### src/rtl/cmd_stream_dma_reader.sv
// Command-list fetcher: reads N beats from AXI memory in INCR bursts and replays
// them as an AXI Stream. A credit counter sized to the FIFO bounds outstanding reads.
module cmd_stream_dma_reader #(
  parameter int ADDR_WIDTH    = 24,
  parameter int DATA_WIDTH    = 64,
  parameter int ID_WIDTH      = 8,
  parameter int MAX_BURST_LEN = 16,
  parameter int FIFO_DEPTH    = 32
) (
  input  logic                  aclk,
  input  logic                  resetn,
  input  logic                  start,
  input  logic [ADDR_WIDTH-1:0] start_addr,
  input  logic [23:0]           start_beats,
  output logic                  busy,
  output logic                  done,
  output logic                  rd_error,
  output logic [ID_WIDTH-1:0]   m_mem_axi_arid,
  output logic [ADDR_WIDTH-1:0] m_mem_axi_araddr,
  output logic [7:0]            m_mem_axi_arlen,
  output logic [2:0]            m_mem_axi_arsize,
  output logic [1:0]            m_mem_axi_arburst,
  output logic                  m_mem_axi_arlock,
  output logic [3:0]            m_mem_axi_arcache,
  output logic [2:0]            m_mem_axi_arprot,
  output logic                  m_mem_axi_arvalid,
  input  logic                  m_mem_axi_arready,
  input  logic [ID_WIDTH-1:0]   m_mem_axi_rid,
  input  logic [DATA_WIDTH-1:0] m_mem_axi_rdata,
  input  logic [1:0]            m_mem_axi_rresp,
  input  logic                  m_mem_axi_rlast,
  input  logic                  m_mem_axi_rvalid,
  output logic                  m_mem_axi_rready,
  output logic                  m_cmd_axis_tvalid,
  input  logic                  m_cmd_axis_tready,
  output logic                  m_cmd_axis_tlast,
  output logic [DATA_WIDTH-1:0] m_cmd_axis_tdata
);

  localparam int BYTES  = DATA_WIDTH / 8;
  localparam int BSHIFT = $clog2(BYTES);
  localparam int PW     = $clog2(FIFO_DEPTH);
  localparam int CNTW   = PW + 1;
  localparam int CW     = $clog2(FIFO_DEPTH + 1);

  typedef enum logic [1:0] {IDLE, ISSUE, DRAIN} state_e;

  // Burst length limited by remaining beats, max burst and the next 4 KiB page.
  function automatic logic [8:0] calc_blen(input logic [11:0] a_lo, input logic [23:0] left);
    logic [12:0] to_bnd;
    logic [24:0] b;
    to_bnd = (13'h1000 - {1'b0, a_lo}) >> BSHIFT;
    b = {1'b0, left};
    if (b > 25'(MAX_BURST_LEN)) b = 25'(MAX_BURST_LEN);
    if (b > {12'd0, to_bnd})    b = {12'd0, to_bnd};
    return b[8:0];
  endfunction

  state_e                state_q;
  logic                  busy_q, done_q, rd_error_q;
  logic [ADDR_WIDTH-1:0] addr_q;
  logic [23:0]           req_left_q, out_left_q;
  logic [CW-1:0]         credits_q;
  logic                  arvalid_q;
  logic [ADDR_WIDTH-1:0] araddr_q;
  logic [7:0]            arlen_q;

  logic [DATA_WIDTH-1:0] mem_q [FIFO_DEPTH];
  logic [PW-1:0]         wr_ptr_q, rd_ptr_q;
  logic [CNTW-1:0]       cnt_q;
  logic                  tvalid_q;
  logic [DATA_WIDTH-1:0] tdata_q;

  logic [8:0] blen, blen0;
  logic       ar_hs, r_hs, ax_hs;
  logic       fifo_load, pop, byp, push;
  logic       unused_in;

  assign unused_in = ^{m_mem_axi_rid, m_mem_axi_rlast};

  assign blen  = calc_blen(addr_q[11:0], req_left_q);
  assign blen0 = calc_blen(start_addr[11:0], start_beats);
  assign ar_hs = arvalid_q & m_mem_axi_arready;
  assign r_hs  = busy_q & m_mem_axi_rvalid;
  assign ax_hs = tvalid_q & m_cmd_axis_tready;

  // Output register refills from the FIFO, or straight from R when the FIFO is empty.
  assign fifo_load = ~tvalid_q | m_cmd_axis_tready;
  assign pop       = fifo_load & (cnt_q != '0);
  assign byp       = fifo_load & (cnt_q == '0) & r_hs;
  assign push      = r_hs & ~byp;

  always_ff @(posedge aclk) begin
    if (push) mem_q[wr_ptr_q] <= m_mem_axi_rdata;
  end

  always_ff @(posedge aclk or negedge resetn) begin
    if (!resetn) begin
      wr_ptr_q <= '0;
      rd_ptr_q <= '0;
      cnt_q    <= '0;
      tvalid_q <= 1'b0;
      tdata_q  <= '0;
    end else begin
      if (push) wr_ptr_q <= wr_ptr_q + PW'(1);
      if (pop)  rd_ptr_q <= rd_ptr_q + PW'(1);
      cnt_q <= cnt_q + CNTW'(push) - CNTW'(pop);
      if (fifo_load) begin
        tvalid_q <= pop | byp;
        if (pop)      tdata_q <= mem_q[rd_ptr_q];
        else if (byp) tdata_q <= m_mem_axi_rdata;
      end
    end
  end

  always_ff @(posedge aclk or negedge resetn) begin
    if (!resetn) begin
      credits_q <= CW'(FIFO_DEPTH);
    end else begin
      credits_q <= credits_q + CW'(ax_hs) - (ar_hs ? CW'(blen) : CW'(0));
    end
  end

  always_ff @(posedge aclk or negedge resetn) begin
    if (!resetn) begin
      state_q    <= IDLE;
      busy_q     <= 1'b0;
      done_q     <= 1'b0;
      rd_error_q <= 1'b0;
      addr_q     <= '0;
      req_left_q <= '0;
      out_left_q <= '0;
      arvalid_q  <= 1'b0;
      araddr_q   <= '0;
      arlen_q    <= '0;
    end else begin
      done_q <= 1'b0;
      if (r_hs && m_mem_axi_rresp != 2'b00) rd_error_q <= 1'b1;
      if (ax_hs) out_left_q <= out_left_q - 24'd1;
      case (state_q)
        IDLE: begin
          if (start) begin
            rd_error_q <= 1'b0;
            addr_q     <= start_addr;
            req_left_q <= start_beats;
            out_left_q <= start_beats;
            if (start_beats == 24'd0) begin
              done_q <= 1'b1;
            end else begin
              // Credits are full in IDLE, so the first burst goes out immediately.
              state_q   <= ISSUE;
              busy_q    <= 1'b1;
              arvalid_q <= 1'b1;
              araddr_q  <= start_addr;
              arlen_q   <= 8'(blen0 - 9'd1);
            end
          end
        end
        ISSUE: begin
          if (ar_hs) begin
            arvalid_q  <= 1'b0;
            addr_q     <= addr_q + (ADDR_WIDTH'(blen) << BSHIFT);
            req_left_q <= req_left_q - 24'(blen);
            if (req_left_q == 24'(blen)) state_q <= DRAIN;
          end else if (!arvalid_q && int'(credits_q) >= int'(blen)) begin
            arvalid_q <= 1'b1;
            araddr_q  <= addr_q;
            arlen_q   <= 8'(blen - 9'd1);
          end
        end
        DRAIN: begin
          if ((ax_hs && out_left_q == 24'd1) || out_left_q == 24'd0) begin
            state_q <= IDLE;
            busy_q  <= 1'b0;
            done_q  <= 1'b1;
          end
        end
        default: state_q <= IDLE;
      endcase
    end
  end

  assign busy              = busy_q;
  assign done              = done_q;
  assign rd_error          = rd_error_q;
  assign m_mem_axi_arid    = '0;
  assign m_mem_axi_araddr  = araddr_q;
  assign m_mem_axi_arlen   = arlen_q;
  assign m_mem_axi_arsize  = 3'(BSHIFT);
  assign m_mem_axi_arburst = 2'b01;
  assign m_mem_axi_arlock  = 1'b0;
  assign m_mem_axi_arcache = 4'd0;
  assign m_mem_axi_arprot  = 3'd0;
  assign m_mem_axi_arvalid = arvalid_q;
  assign m_mem_axi_rready  = busy_q;
  assign m_cmd_axis_tvalid = tvalid_q;
  assign m_cmd_axis_tlast  = (out_left_q == 24'd1);
  assign m_cmd_axis_tdata  = tdata_q;

endmodule

### config.mk
export PLATFORM = sky130hd
export DESIGN_NAME = cmd_stream_dma_reader
export DESIGN_NICKNAME = d
export VERILOG_FILES = /design/src/rtl/cmd_stream_dma_reader.sv
export SDC_FILE = /design/constraint.sdc
export NUM_CORES = 2
export LEC_CHECK = 0
export ABC_AREA = 1
export CAP_MARGIN = 20
export CELL_PAD_IN_SITES_DETAIL_PLACEMENT = 1
export CELL_PAD_IN_SITES_GLOBAL_PLACEMENT = 2
export CORE_AREA = 2 2 445 447
export DETAILED_ROUTE_END_ITERATION = 10
export DIE_AREA = 0 0 447 449
export HOLD_SLACK_MARGIN = 0.1
export PLACE_DENSITY_LB_ADDON = 0.1
export SLEW_MARGIN = 15
export SYNTH_ARGS = -nofsm -noshare
export SYNTH_HDL_FRONTEND = slang
export SYNTH_SLANG_ARGS = --single-unit
### constraint.sdc
create_clock -name aclk -period 8.1 [get_ports aclk]
set_input_delay 1.62 -clock aclk [delete_from_list [all_inputs] [get_ports aclk]]
set_output_delay 1.62 -clock aclk [all_outputs]
set_load 0.05 [all_outputs]
==> summary.md <==
| Metric | Value |
|---|---|
| Post-route DRC violation count | `0` |
| Vias in the first global route | `63,311` |
| CTS Sinks | `2,245` |
| Fill count | `19,662` |
| Yosys reg bits | `2,245` |
| Maximum vdd drop | `0.324 mV` |
| Hold Vio Cnt, Final | `0` |
| Cts bufs inserted | `234` |
| Mean Syn Cell Area | `12.4 sq um` |
| DIE WIDTH | `447 um` |
| TritonRoute pass-1 iters | `5` |
| Root Driver | `clkbuf_16` |
| Mapped Cells | `7,358` |
| First-pass GRT wire length | `432 mm` |
| Initial core utilization | `46.6%` |
| Final Cycle Share | `67.9%` |
| Worst setup EP type | `flop` |
| Cell Area, Placed | `96,600 sq um` |
| Clock share of power | `27.8%` |
| Slew @ Worst Pin | `1.18 ns` |
| Util after Layout | `53.3%` |
| Max Slew Vio Count | `0` |
| Port Buffers | `222` |
| Setup WS pre-CTS | `2.28 ns` |
| Int Power | `23,600 uW` |
| Number of H-tree levels | `4` |
| Outcome | `finished, final reports clean` |
| Final Cell Area | `105,000 sq um` |
| Drt initial violations | `5,963` |
| Top cell by count, worst path | `nand2_1` |
| CP max-delay cell | `o21ai_2` |
| DP Wirelength | `151 mm` |
| Final Skew | `0.0277 ns` |
| CP peak stage delay | `0.48 ns` |
| Tmin final | `5.50 ns` |
| Post-synthesis sequential area ratio | `72.7%` |
| Ys Warns | `0` |
| Core area | `196,000 sq um` |
| DP Cell Count | `9,851` |
| Antenna violations before repair | `15` |
| Setup Viol. Count Final | `0` |
| Area Overhead vs Synth | `14.4%` |
| Switching power | `15,100 uW` |
| Crit path max fanout | `12` |
| Cts hold-fix bufs | `0` |
| NumNets Final | `7,677` |
| Resized cells post-CTS | `0` |
| Largest net degree at the start of global routing | `211` |
| GR Util All Layers | `29.2%` |
| Max Cap Violations | `0` |
| Sw Share | `38.9%` |
| Worst min-delay path category | `flop to flop` |
| CTS tree | `yes` |
| Total Wirelength | `296 mm` |
| LEAKAGE | `0.0350 uW` |
| Vias | `62,376` |
| Skew-Pair Late Insertion Delay | `0.88 ns` |
| Fin worst setup slack | `2.60 ns` |
| Die height | `449 um` |
| Setup bufs post-CTS | `0` |
| Synth unique cells | `52` |
| GPL Wtd Cong | `0.810` |
| Routed wire per std cell | `28.6 um` |
| Max Fclk | `0.182 GHz` |
| WS Path Type | `flop to flop` |
| Final Instance Count excl. Fillers | `10,334` |
| Layout cell share with drive strength beyond 1 | `7.78%` |
| Gate power share | `34.7%` |
| Boundary pin count | `253` |
| Power Density | `370 nW/um^2` |
| Rows | `163` |
| Clk buf depth | `3` |
| Clock-pin slew on the worst setup and hold paths | `0.06 ns` |
| Total global routing overflow | `0` |
| Worst slew margin | `21.4%` |
| Startpoint type of the worst setup path | `flop` |
| Post-synthesis cell area | `91,400 sq um` |
| WP data required | `8.85 ns` |
| Setup TNS Final | `0 ns` |
| WP data arrival | `6.25 ns` |
| Routed Antenna Nets | `0` |
| RSZ-0062 raised after global routing | `no` |
| Die area | `201,000 sq um` |
| Seq pwr share | `37.5%` |
| Vias/cell | `6.04` |
[kinds of logic (layout without fill, tap and decap cells)]
logic type      Yosys count  after routing  synth area share, %
simple gates           2254           2254                 10.1
xor+xnor                 41             41                0.393
other cells               2             42              0.00822
fa+ha+maj                74             74                 1.05
flops                  2245           2245                 72.7
compound gates         2014           2014                 12.6
buf+inv                 728           1024                 3.21
[per-layer routing]
metal / vias up / global-route usage, % / share of wire [%]
met2: 1952 / 48.6 / 49
li1: 27405 / - / -
met1: 32601 / 40.2 / 43
met3: 416 / 3.89 / 5.8
met4: 2 / 8.42 / 2.6
met5: - / 0 / 0.0047
[registers in the layout, summed over array words and instances, names as in the netlist]
register	cells
busy	1
m_mem_axi_araddr	24
m_mem_axi_arlen	8
m_cmd_axis_tdata	64
m_cmd_axis_tvalid	1
cnt_q	6
req_left_q	24
rd_error	1
done	1
m_mem_axi_arvalid	1
rd_ptr_q	5
mem_q	2048
addr_q	24
out_left_q	24
wr_ptr_q	5
state_q	2
credits_q	6
[final timing paths]
kind,start,end,slack [ns],cells past startpoint
max,req_left_q[13]$_DFFE_PN0P_,addr_q[21]$_DFFE_PN0P_,2.60,31
min,m_mem_axi_araddr[18]$_DFFE_PN0P_,m_mem_axi_araddr[18]$_DFFE_PN0P_,0.47,2
max reg2reg,req_left_q[13]$_DFFE_PN0P_,addr_q[21]$_DFFE_PN0P_,2.60,31
min reg2reg,m_mem_axi_araddr[18]$_DFFE_PN0P_,m_mem_axi_araddr[18]$_DFFE_PN0P_,0.47,2
max in group asynchronous,resetn,rd_ptr_q[0]$_DFFE_PN0P_,5.80,2
min in group asynchronous,resetn,m_cmd_axis_tdata[44]$_DFFE_PN0P_,0.79,1
[power groups by stage]
stage / sequential, uW / combinational, uW / clock [uW]
finish: 14500 / 13400 / 10800
global route: 14600 / 14700 / 11400
CTS: 14500 / 13500 / 10900
detailed placement: 14800 / 13400 / 0
global placement: 14700 / 13000 / 0
floorplan: 15200 / 7940 / 0
[cells in the mapped netlist, drive strengths merged]
cell type | number | share of area (%)
o211ai | 74 | 0.61
o22ai | 319 | 2.2
a22oi | 1 | 0.0082
a21oi | 258 | 1.4
buf | 121 | 0.71
dfrtp | 196 | 5.4
o221ai | 201 | 1.9
o21bai | 3 | 0.025
clkbuf | 390 | 1.6
o2111ai | 2 | 0.019
fa | 4 | 0.088
a31oi | 10 | 0.068
edfxtp | 2048 | 67
and3 | 1 | 0.0068
xnor2 | 11 | 0.11
a211oi | 2 | 0.016
o32ai | 1 | 0.0096
a21boi | 1 | 0.0082
nand2 | 585 | 2.4
nor4 | 6 | 0.057
nand3b | 2 | 0.016
nand4 | 83 | 0.61
dfstp | 1 | 0.029
inv | 215 | 0.89
or2 | 2 | 0.014
nor2 | 1253 | 5.2
clkinv | 2 | 0.0082
nand3 | 297 | 1.6
xor2 | 30 | 0.29
nor3 | 25 | 0.15
a41oi | 1 | 0.0096
o21ai | 1139 | 6.3
a21o | 2 | 0.016
ha | 70 | 0.96
conb | 2 | 0.0082
[layout by cell type, fill, tap and decap left out, types with 30 or more instances in the layout]
master           netlist  routed
o22ai_1              319     319
nand3_1              295     295
clkbuf_16              0     237
xor2_1                30      30
clkbuf_1             390      55
nor2_1              1240    1204
clkinv_1               2      48
nand4_1               80      80
o221ai_1             201     201
o21ai_0             1111    1111
ha_1                  70      70
buf_4                 28      79
clkinv_2               0      57
conb_1                 2      31
nor2_4                 2      37
inv_1                197     191
nand2_1              578     577
clkdlybuf4s50_1        0     206
edfxtp_1            2048    2048
a21oi_1              257     257
dfrtp_1              196     192
o211ai_1              74      74
[stage by stage]
| step | hold WS (ns) | power [uW] |
|---|---|---|
| detailed placement | 0.458 | 28100 |
| global route | 0.494 | 40700 |
| floorplan | 0.471 | 23100 |
| CTS | 0.472 | 38900 |
| global placement | 0.454 | 27800 |
| finish | 0.468 | 38700 |
[critical path: cells and delay by family (launching register included)]
family / cells / cell delay [ns]
AOI/OAI and AO/OA: 6 / 1.34
adders and majority gates: 3 / 0.92
DFF: 1 / 0.42
and+or+nand+nor: 18 / 2.37
buffers and inverters: 4 / 0.34
[final cells by class]
cell class | instances | area, sq um | area share [%]
repair buffers | 362 | 3850 | 3.69
flip-flops and latches | 2245 | 66400 | 63.5
inverters | 217 | 856 | 0.819
clock buffers | 306 | 6330 | 6.05
well taps | 2640 | 3300 | 3.16
multi-input cells | 4414 | 22400 | 21.4
diodes | 11 | 27.5 | 0.0263
clock inverters | 139 | 1320 | 1.26
Note: power is estimated with default switching activity, not from simulation.
